`src/rtl/ctrl_pipe_div.sv`:
```
`default_nettype none
// ============================================================================
//  Module   : ctrl_pipe_div
//  Brief    : Decoded control-word pipeline (E, M, W, ...) with stall/flush
//             bubbles and a multicycle-divide hold FSM for stage E.
//  Revision : 1.0 - initial release
// ============================================================================
module ctrl_pipe_div #(
    parameter int CW      = 12,
    parameter int STAGES  = 3,
    parameter int DIV_LAT = 32
) (
    input  logic                   clk,
    input  logic                   rst,
    input  logic [CW-1:0]          ctrl_d,
    input  logic                   valid_d,
    input  logic                   div_d,
    input  logic                   stall_d,
    input  logic                   flush_e,
    output logic [STAGES*CW-1:0]   ctrl_q,
    output logic [STAGES-1:0]      valid_q,
    output logic                   div_busy,
    output logic                   div_done
);

    localparam int              CNT_W     = $clog2(DIV_LAT);
    localparam logic [CNT_W-1:0] CNT_START = CNT_W'(DIV_LAT - 2);

    typedef enum logic [0:0] {
        ST_IDLE = 1'b0,
        ST_BUSY = 1'b1
    } state_t;

    state_t                   state_q, state_d;
    logic [CNT_W-1:0]         cnt_q, cnt_d;
    logic [STAGES-1:0][CW-1:0] stg_ctrl_q, stg_ctrl_d;
    logic [STAGES-1:0]        stg_valid_q, stg_valid_d;
    logic                     div_flag_q, div_flag_d;

    logic div_e;
    logic last_cycle;
    logic hold_e;
    logic kill_m;

    assign div_e      = stg_valid_q[0] & div_flag_q;
    assign last_cycle = (state_q == ST_BUSY) && (cnt_q == '0);
    assign hold_e     = div_e & ~last_cycle & ~flush_e;
    // A divide leaves E only after its final cycle; aborted divides never reach M.
    assign kill_m     = hold_e | (div_e & flush_e);

    assign div_busy = hold_e;
    assign div_done = div_e & last_cycle & ~flush_e;

    assign ctrl_q  = stg_ctrl_q;
    assign valid_q = stg_valid_q;

    always_comb begin
        stg_ctrl_d  = stg_ctrl_q;
        stg_valid_d = stg_valid_q;
        div_flag_d  = div_flag_q;

        if (flush_e) begin
            stg_ctrl_d[0]  = '0;
            stg_valid_d[0] = 1'b0;
            div_flag_d     = 1'b0;
        end else if (!hold_e) begin
            if (stall_d) begin
                stg_ctrl_d[0]  = '0;
                stg_valid_d[0] = 1'b0;
                div_flag_d     = 1'b0;
            end else begin
                stg_ctrl_d[0]  = ctrl_d;
                stg_valid_d[0] = valid_d;
                div_flag_d     = div_d & valid_d;
            end
        end

        if (kill_m) begin
            stg_ctrl_d[1]  = '0;
            stg_valid_d[1] = 1'b0;
        end else begin
            stg_ctrl_d[1]  = stg_ctrl_q[0];
            stg_valid_d[1] = stg_valid_q[0];
        end

        for (int k = 2; k < STAGES; k++) begin
            stg_ctrl_d[k]  = stg_ctrl_q[k-1];
            stg_valid_d[k] = stg_valid_q[k-1];
        end
    end

    always_comb begin
        state_d = state_q;
        cnt_d   = cnt_q;
        case (state_q)
            ST_IDLE: begin
                if (div_e && !flush_e) begin
                    state_d = ST_BUSY;
                    cnt_d   = CNT_START;
                end
            end
            ST_BUSY: begin
                if (flush_e || (cnt_q == '0)) begin
                    state_d = ST_IDLE;
                end else begin
                    cnt_d = cnt_q - CNT_W'(1);
                end
            end
            default: state_d = ST_IDLE;
        endcase
    end

    always_ff @(posedge clk) begin
        if (rst) begin
            state_q     <= ST_IDLE;
            cnt_q       <= '0;
            stg_ctrl_q  <= '0;
            stg_valid_q <= '0;
            div_flag_q  <= 1'b0;
        end else begin
            state_q     <= state_d;
            cnt_q       <= cnt_d;
            stg_ctrl_q  <= stg_ctrl_d;
            stg_valid_q <= stg_valid_d;
            div_flag_q  <= div_flag_d;
        end
    end

endmodule
`default_nettype wire

```
`config.mk`:
```
export PLATFORM = sky130hd
export DESIGN_NAME = ctrl_pipe_div
export DESIGN_NICKNAME = d
export VERILOG_FILES = /design/src/rtl/ctrl_pipe_div.sv
export SDC_FILE = /design/constraint.sdc
export NUM_CORES = 1
export LEC_CHECK = 0
export BUFFER_PORTS_ARGS = -buffer_cell sky130_fd_sc_hd__buf_2
export CAP_MARGIN = 10
export CORE_UTILIZATION = 52
export DETAILED_ROUTE_END_ITERATION = 6
export PLACE_DENSITY = 0.89
export RECOVER_POWER = 100
export SYNTH_ARGS = -nofsm -noshare
export SYNTH_HDL_FRONTEND = slang
export SYNTH_SLANG_ARGS = --single-unit
export TNS_END_PERCENT = 10
```
`constraint.sdc`:
```
create_clock -name clk -period 3.9 [get_ports clk]
set_clock_uncertainty 0.05 [all_clocks]
set_input_delay 0.78 -clock clk [delete_from_list [all_inputs] [get_ports clk]]
set_output_delay 0.78 -clock clk [all_outputs]
set_load 0.02 [all_outputs]
```
Word-level counts from Yosys, hierarchy flattened. Index checks and enable logic that the tools add are counted.

Register bits after elaboration: 46. Bits in latches: 0. Bits in writable memories: 0. Memory bits (read-only): 0. Input port bits: 18. Output and inout port bits: 41. Logic and storage cells: 40. Memories kept: 0.

Add/subtract/negate cells: 1. Multipliers: 0. Divide/modulo/power cells: 0. Magnitude comparators: 0. Equal/unequal tests: 2. Shift-type cells: 0. Muxes and demuxes: 9. Bitwise gates (word level): 11. Reduce and logical (&&, ||, !) cells: 8.

Operators by type and width (count): $mux 12 (1); $mux 5 (2); $pmux 5 s2 (1); $and 1x1->1 (7); $logic_not 5->1 (1); $sub 5x1->5 const B (1); $mux 1 (4); $ne 2x2->1 const B (2); $reduce_or 2->1 (2); $not 1->1 (3); $logic_and 1x1->1 (2); $pmux 1 s2 (1); $reduce_and 2->1 (1); $logic_not 1->1 (1); $logic_or 1x1->1 (1); $or 1x1->1 (1).

Logic depth before layout (Yosys ltp). Gate-level depths: netlist (run 1).

Word-level depth: 7. Gate-level depth with buffers: 7. Gate-level depth less buffers: 5.

Worst setup path after synthesis (run 1). OpenSTA, ideal clock, no wires.

Kind: in2out. From: input flush_e. To: output div_done. Arrival time: 1450 ps. Data required time: 3070 ps. Slack: 1620 ps. Stages on the path: 2. Path buffers: 1. Path through: buf_2 nor3_1.

Longest elaborated chain between the ends: 2.

Ends and longest elaborated chain: start, declared (RTL line 19) `input logic flush_e,`; $not 1->1 (RTL line 52) `assign div_done = div_e & last_cycle & ~flush_e;`; $and 1x1->1 (RTL line 52); end, declared (RTL line 23) `output logic div_done`.

No other way between the ends.

Worst setup path in the final report (run 1).
From: register cnt_q[0]. To: output div_busy.

Longest elaborated chain between the ends: 5.

Ends and longest elaborated chain: start, declared (RTL line 35) `logic [CNT_W-1:0] cnt_q, cnt_d;`; start signal, assigned (RTL line 122) `cnt_q <= cnt_d;`; $logic_not 5->1 (RTL line 46) `assign last_cycle = (state_q == ST_BUSY) && (cnt_q == '0);`; $logic_and 1x1->1 (RTL line 46); $not 1->1 (RTL line 47) `assign hold_e = div_e & ~last_cycle & ~flush_e;`; $and 1x1->1 (2 in a row) (RTL line 47); end, declared (RTL line 22) `output logic div_busy,`.

No other way between the ends.

==> flow_summary.json, run 1 <==
{
  "cts_hold_buf": 0,
  "vias_per_cell": 4.90,
  "h-tree-depth": 2,
  "dp.cells": 250,
  "cts_tree": "yes",
  "multi_input_area_um2": 682,
  "seqCellArea_um2": 921,
  "root_buffer": "clkbuf_4",
  "critPathLaunchType": "register",
  "yosys_warnings": 0,
  "period_needed_ns": 3.13,
  "nFillCells": 283,
  "floorplan.initialDensity_pct": 55.2,
  "vdd_drop_max_mv": 0.281,
  "leakage_nw": 0.706,
  "violations": "capacitance limit, slew limit",
  "synth_common_cells": "dfxtp_1 (46), nand2_1 (15), nor2b_1 (15), nand3b_1 (14), nor3b_1 (13)",
  "post_drt_wl_per_cell_um": 11.7,
  "path_clk_slew_ns": 0.13,
  "synth_cell_types": 33,
  "hold_viol": 0,
  "synth_area_um2": 1700,
  "synth-edff-count": 0,
  "drt-pass1-iter-count": 4,
  "post-route-period-util_pct": 80.1,
  "area_delta_synth_final_pct": 17.6,
  "die-area_um2": 3500,
  "synthArstFlopShare_pct": 0,
  "clk_path_buf_depth": 2,
  "min-delay-start": "ctrl_q[13]",
  "dp_hpwl_um": 2210,
  "seq_area_frac_synth_pct": 54.2,
  "die_h_um": 59.1,
  "slew_viol_final": 28,
  "fmax_mhz": 320,
  "synth_nets": 177,
  "drc": 0,
  "setup_viol": 0,
  "post-synth-top-count-cell": "dfxtp_1",
  "worst_skew_pair.late_latency_ns": 0.36,
  "max-cap-violations": 1,
  "grt_usage_pct": 18.9,
  "cts_sinks": 46,
  "drtAntennaViolNets": 0,
  "synth_xor_area_share_pct": 0,
  "endpoint_kind": "primary output",
  "via_count": 1263,
  "post_cts_buffers": 0,
  "synth_top_family_by_area": "simple AND/OR/NAND/NOR gates",
  "yosys-mux-area-fraction_pct": 7.74,
  "hold_path_depth": 1,
  "grt_max_degree": 29,
  "fin_nets": 232,
  "stdcell_count": 258,
  "gp_congestion": 0.870,
  "core.rowCount": 20,
  "timing.rr.end": "ctrl_q[0]",
  "ys_top_cells_by_area": "dfxtp_1 (54%), mux2i_1 (7.1%), nand3b_1 (6.2%), nor3b_1 (5.7%), nor2b_1 (5.5%)",
  "r2r_slack_ns": 1.87,
  "cp_max_fo": 28,
  "synthSimpleGateAreaFrac_pct": 25.1,
  "whs_ns": 0.419,
  "min_to": "ctrl_q[25]",
  "hp-class": "reg2reg",
  "cp.required_ns": 3.07,
  "synth_seq_cells": 46,
  "cts-resized-gates": 0,
  "core_area_um2": 3080,
  "slew_headroom_pct": -2.52,
  "avgSynthCellArea_um2": 10.7,
  "setup.worst_path.class": "reg2out",
  "reg2reg_depth": 6,
  "port_buffers": 58,
  "crit_arrival_ns": 2.30,
  "antenna_cells": 0,
  "grt_pass1_vias": 1086,
  "syn_inst": 158,
  "yosys.area.top_type": "dfxtp_1",
  "power_density_nw_per_um2": 409,
  "cts_buffers": 5,
  "grt_pass1_wl_um": 4760,
  "drt_iter0_markers": 14,
  "synth_compound_area_share_pct": 6.34,
  "synth_top_area_share_pct": 54.2,
  "die_x_um": 59.1,
  "overflow": 0,
  "r2r-start": "cnt_q[0]",
  "ios": 59,
  "rsz0062_at_grt": "false",
  "synthFlopType": "dfxtp_1",
  "worst_slew_pin_slew_ns": 1.53,
  "drive_gt1_share_pct": 13.6,
  "antenna_found_initial": 0,
  "synthAdderAreaFrac_pct": 0.737,
  "routed_wl_um": 3010,
  "fin_setup_tns_ns": 0,
  "outcome": "finished with violations"
}
==> metal layers <==
layer	wire, um	vias to the layer above	GRT usage (%)
li1	-	645	-
met1	1490	568	23.7
met2	1300	44	27.6
met3	168	6	8.73
met4	48	0	8.50
met5	0	-	0
==> kinds of logic (layout without fill, tap and decap cells) <==
group                      Yosys count  count (layout)
AOI/OAI and AO/OA                   14              14
DFF                                 46              46
adders and majority gates            1               1
muxes                               13              13
and+or+nand+nor                     69              69
buffers and inverters               15              71
==> critical path, stage by stage, from the launching register on <==
cell and delay, ns:
dfxtp_1 0.39, inv_1 0.07, ha_1 0.23, and3b_4 0.22, a211oi_4 0.18, clkbuf_2 0.56, buf_2 0.28
==> how the worst max path moves through the flow <==
stage | start | end | slack, ns
after floorplan | flush_e | div_done | 1.62
after global routing | cnt_q[0] | div_busy | 0.65
after detailed placement | flush_e | div_busy | 1.37
after global placement | flush_e | div_busy | 1.38
final | cnt_q[0] | div_busy | 0.77
after CTS | cnt_q[0] | div_busy | 1.02
==> flip-flops by register name, summed over array words and instances, names as in the netlist <==
signal      cells
ctrl_q         36
cnt_q           5
valid_q         3
div_flag_q      1
state_q         1
==> layout by cell type (no fill, tap or decap) <==
cell type / synthesis / layout
a211o_1: 1 / 1
a211oi_4: 0 / 1
a21bo_2: 1 / 1
a21oi_1: 3 / 3
a221oi_1: 1 / 1
a31oi_1: 1 / 1
a32o_1: 1 / 1
and2_0: 0 / 1
and2_1: 2 / 1
and3_1: 1 / 1
and3b_4: 1 / 1
buf_2: 4 / 16
bufinv_16: 0 / 1
clkbuf_1: 3 / 42
clkbuf_2: 0 / 1
clkbuf_4: 0 / 5
clkinv_2: 0 / 1
dfxtp_1: 46 / 46
ha_1: 1 / 1
inv_1: 4 / 4
inv_6: 0 / 1
mux2_2: 1 / 1
mux2i_1: 12 / 12
nand2_1: 15 / 15
nand3_1: 1 / 1
nand3b_1: 14 / 14
nor2_1: 2 / 3
nor2b_1: 15 / 15
nor3_1: 2 / 2
nor3b_1: 13 / 13
nor4_1: 1 / 1
o21a_1: 2 / 2
o21ai_0: 1 / 1
o311ai_0: 1 / 1
o31ai_1: 1 / 1
or3_1: 1 / 1
==> area by class of cell <==
cell class                      instances  area share (%)
Clock buffer                            5            1.88
Tap cell                               44            2.76
Inverter                                4           0.752
Sequential cell                        46            46.1
Clock inverter                          3            2.19
Timing Repair Buffer                   59            12.2
Multi-Input combinational cell         97            34.1
==> per-stage QoR <==
| stage | worst slack [ns] | instance area, um2 | util, % | power [W] |
|---|---|---|---|---|
| finish | 0.775 | 2000 | 64.9 | 0.000817 |
| global route | 0.646 | 2000 | 64.9 | 0.000848 |
| CTS | 1.02 | 2050 | 66.7 | 0.000825 |
| detailed placement | 1.37 | 1970 | 64.1 | 0.000540 |
| global placement | 1.38 | 1970 | 64.1 | 0.000539 |
| floorplan | 1.62 | 1700 | - | 0.000522 |
==> power by group <==
part	internal, W	switching, W	total (W)
Sequential	0.000477	0.00000429	0.000482
Clock	0.000136	0.000153	0.000290
Combinational	0.0000165	0.0000288	0.0000453
No activity file was read; power rests on OpenSTA's default activity.
==> run 2: changes to the inputs <==
Settings changed: ABC_AREA set to 1, CORE_UTILIZATION 52 to 49, PLACE_DENSITY 0.89 to 0.84.
Clock period 3.9 ns to 2.9 ns, I/O delays scaled along.
==> run 2 against run 1 <==
  * First-iteration DRC count grew to 2.6 times the previous value
  * Non-clock buffer count shrank 1
  * The flow now finishes without violations
  * Critical endpoint unchanged
  * Critical path depth is the same
  * Power grew 22%
==> flow_summary.json, run 2 <==
{
  "cts-resized-gates": 0,
  "yosys_warnings": 0,
  "seq_area_frac_synth_pct": 52.1,
  "drt_iter0_markers": 36,
  "setup_viol": 0,
  "synth_area_um2": 1770,
  "r2r-start": "cnt_q[0]",
  "clkPwrFrac_pct": 27.8,
  "synth_cell_types": 21,
  "worst_skew_pair.late_latency_ns": 0.35,
  "setup.worst_path.class": "reg2out",
  "path_clk_slew_ns": 0.12,
  "vias_per_cell": 4.54,
  "rsz0062_at_grt": "false",
  "min-delay-start": "ctrl_q[18]",
  "post_drt_wl_per_cell_um": 10.5,
  "fin_nets": 302,
  "port_buffers": 58,
  "grt_pass1_wl_um": 5230,
  "synth_common_cells": "dfxtp_1 (46), nand2_1 (46), nor2_1 (43), inv_1 (36), nand3_1 (12)",
  "crit_arrival_ns": 1.77,
  "post_cts_buffers": 0,
  "internal-power_w": 0.000753,
  "h-tree-depth": 2,
  "endpoint_kind": "primary output",
  "p_seq_share_pct": 65.2,
  "synth_seq_cells": 46,
  "overflow": 0,
  "dp_hpwl_um": 2590,
  "fmax_mhz": 417,
  "cp.required_ns": 2.27,
  "vdd_drop_max_mv": 0.256,
  "worst_slew_pin_slew_ns": 0.840,
  "gp_congestion": 0.867,
  "min_to": "ctrl_q[30]",
  "netSwitchingPower_w": 0.000241,
  "swShare_pct": 24.2,
  "die_h_um": 62.1,
  "drive_gt1_share_pct": 13.4,
  "core.rowCount": 21,
  "clk_path_buf_depth": 2,
  "hold_viol": 0,
  "period_needed_ns": 2.40,
  "max-cap-violations": 0,
  "via_count": 1494,
  "grt_usage_pct": 18.9,
  "fin_setup_tns_ns": 0,
  "synth_nets": 246,
  "ys_top_cells_by_area": "dfxtp_1 (52%), nand2_1 (9.8%), nor2_1 (9.1%), inv_1 (7.6%), nor2_2 (3.5%)",
  "critPathLaunchType": "register",
  "cts_hold_buf": 0,
  "leakage_nw": 0.869,
  "area_delta_synth_final_pct": 15.2,
  "slew_headroom_pct": 43.8,
  "antenna_found_initial": 0,
  "ios": 59,
  "largest_reg_flops": 36,
  "yosys.area.top_type": "dfxtp_1",
  "avgSynthCellArea_um2": 7.79,
  "core_area_um2": 3390,
  "synthArstFlopShare_pct": 0,
  "drc": 0,
  "synthFlopType": "dfxtp_1",
  "layout_common_cells": "nand2_1 (46), dfxtp_1 (46), nor2_1 (44)",
  "r2r_slack_ns": 0.83,
  "drt-pass1-iter-count": 4,
  "cp_max_fo": 24,
  "drtAntennaViolNets": 0,
  "floorplan.initialDensity_pct": 52.2,
  "grt_max_degree": 25,
  "power_density_nw_per_um2": 488,
  "die-area_um2": 3850,
  "die_x_um": 62.1,
  "stdcell_count": 329,
  "syn_inst": 227,
  "post-route-period-util_pct": 82.6,
  "slew_viol_final": 0,
  "dp.cells": 322,
  "cts_buffers": 5,
  "hold_path_depth": 2,
  "p_total_w": 0.000993,
  "root_buffer": "clkbuf_4",
  "grt_pass1_vias": 1230,
  "cts_sinks": 46,
  "cts_tree": "yes",
  "antenna_cells": 0,
  "reg2reg_depth": 6,
  "pwr-share-comb_pct": 7.0,
  "outcome": "complete, no violations",
  "final_core_util_pct": 60.1,
  "hp-class": "reg2reg",
  "timing.rr.end": "ctrl_q[15]",
  "synth-edff-count": 0,
  "routed_wl_um": 3470,
  "synth_top_area_share_pct": 52.1
}
run 2: power by group through the flow:
| stage | Sequential [W] | Clock, W | Combinational, W |
|---|---|---|---|
| 2_1_floorplan | 0.000673 | 0 | 0.0000364 |
| 3_3_place_gp | 0.000661 | 0 | 0.0000720 |
| 3_5_place_dp | 0.000661 | 0 | 0.0000735 |
| 4_1_cts | 0.000647 | 0.000287 | 0.0000738 |
| 5_1_grt | 0.000649 | 0.000316 | 0.0000779 |
| 6_report | 0.000647 | 0.000277 | 0.0000695 |
run 2: critical path, cell delays in order, from the launching register on:
cell      delay, ns
dfxtp_1        0.37
inv_1          0.08
ha_1           0.27
nand3_4        0.25
nand2_4        0.15
inv_1          0.08
clkbuf_1       0.22
run 2: area by class of cell:
cell class                 instances  area (um2)
inverter                          38         143
clock inverter                     2        10.0
sequential                        46         921
tap                               46        57.6
timing repair buffer              58         238
clock buffer                       5        37.5
multi-input combinational        134         631
fill                             335        1350
run 2: cell families after synthesis:
kind of cell / synth area share [%]
DFF: 52.1
and+or+nand+nor: 30.4
AOI/OAI and AO/OA: 5.38
buffers and inverters: 11.4
adders and majority gates: 0.708
run 2: worst max path at each step:
stage,slack (ns),end,cells after the start,startpoint
after floorplan,1.07,div_done,5,cnt_q[0]
after global placement,0.81,div_busy,7,flush_e
after detailed placement,0.77,div_busy,7,flush_e
after CTS,0.52,div_busy,6,cnt_q[0]
after global routing,0.31,div_busy,6,cnt_q[0]
final,0.50,div_busy,6,cnt_q[0]
run 2: through the flow:
| step | area, um2 | worst slack, ns | hold WS (ns) |
|---|---|---|---|
| 3_5_place_dp | 2060 | 0.765 | 0.358 |
| 5_1_grt | 2040 | 0.314 | 0.397 |
| 4_1_cts | 2100 | 0.522 | 0.375 |
| 2_1_floorplan | 1770 | 1.07 | 0.402 |
| 6_report | 2040 | 0.505 | 0.376 |
| 3_3_place_gp | 2060 | 0.810 | 0.356 |
run 2: routing by layer:
layer / vias to the layer above / wire length [um] / GRT usage (%)
met5: - / 0 / 0
met4: 0 / 53 / 9.52
met3: 7 / 268 / 6.00
met2: 68 / 1610 / 30.1
met1: 635 / 1540 / 23.0
li1: 784 / - / -
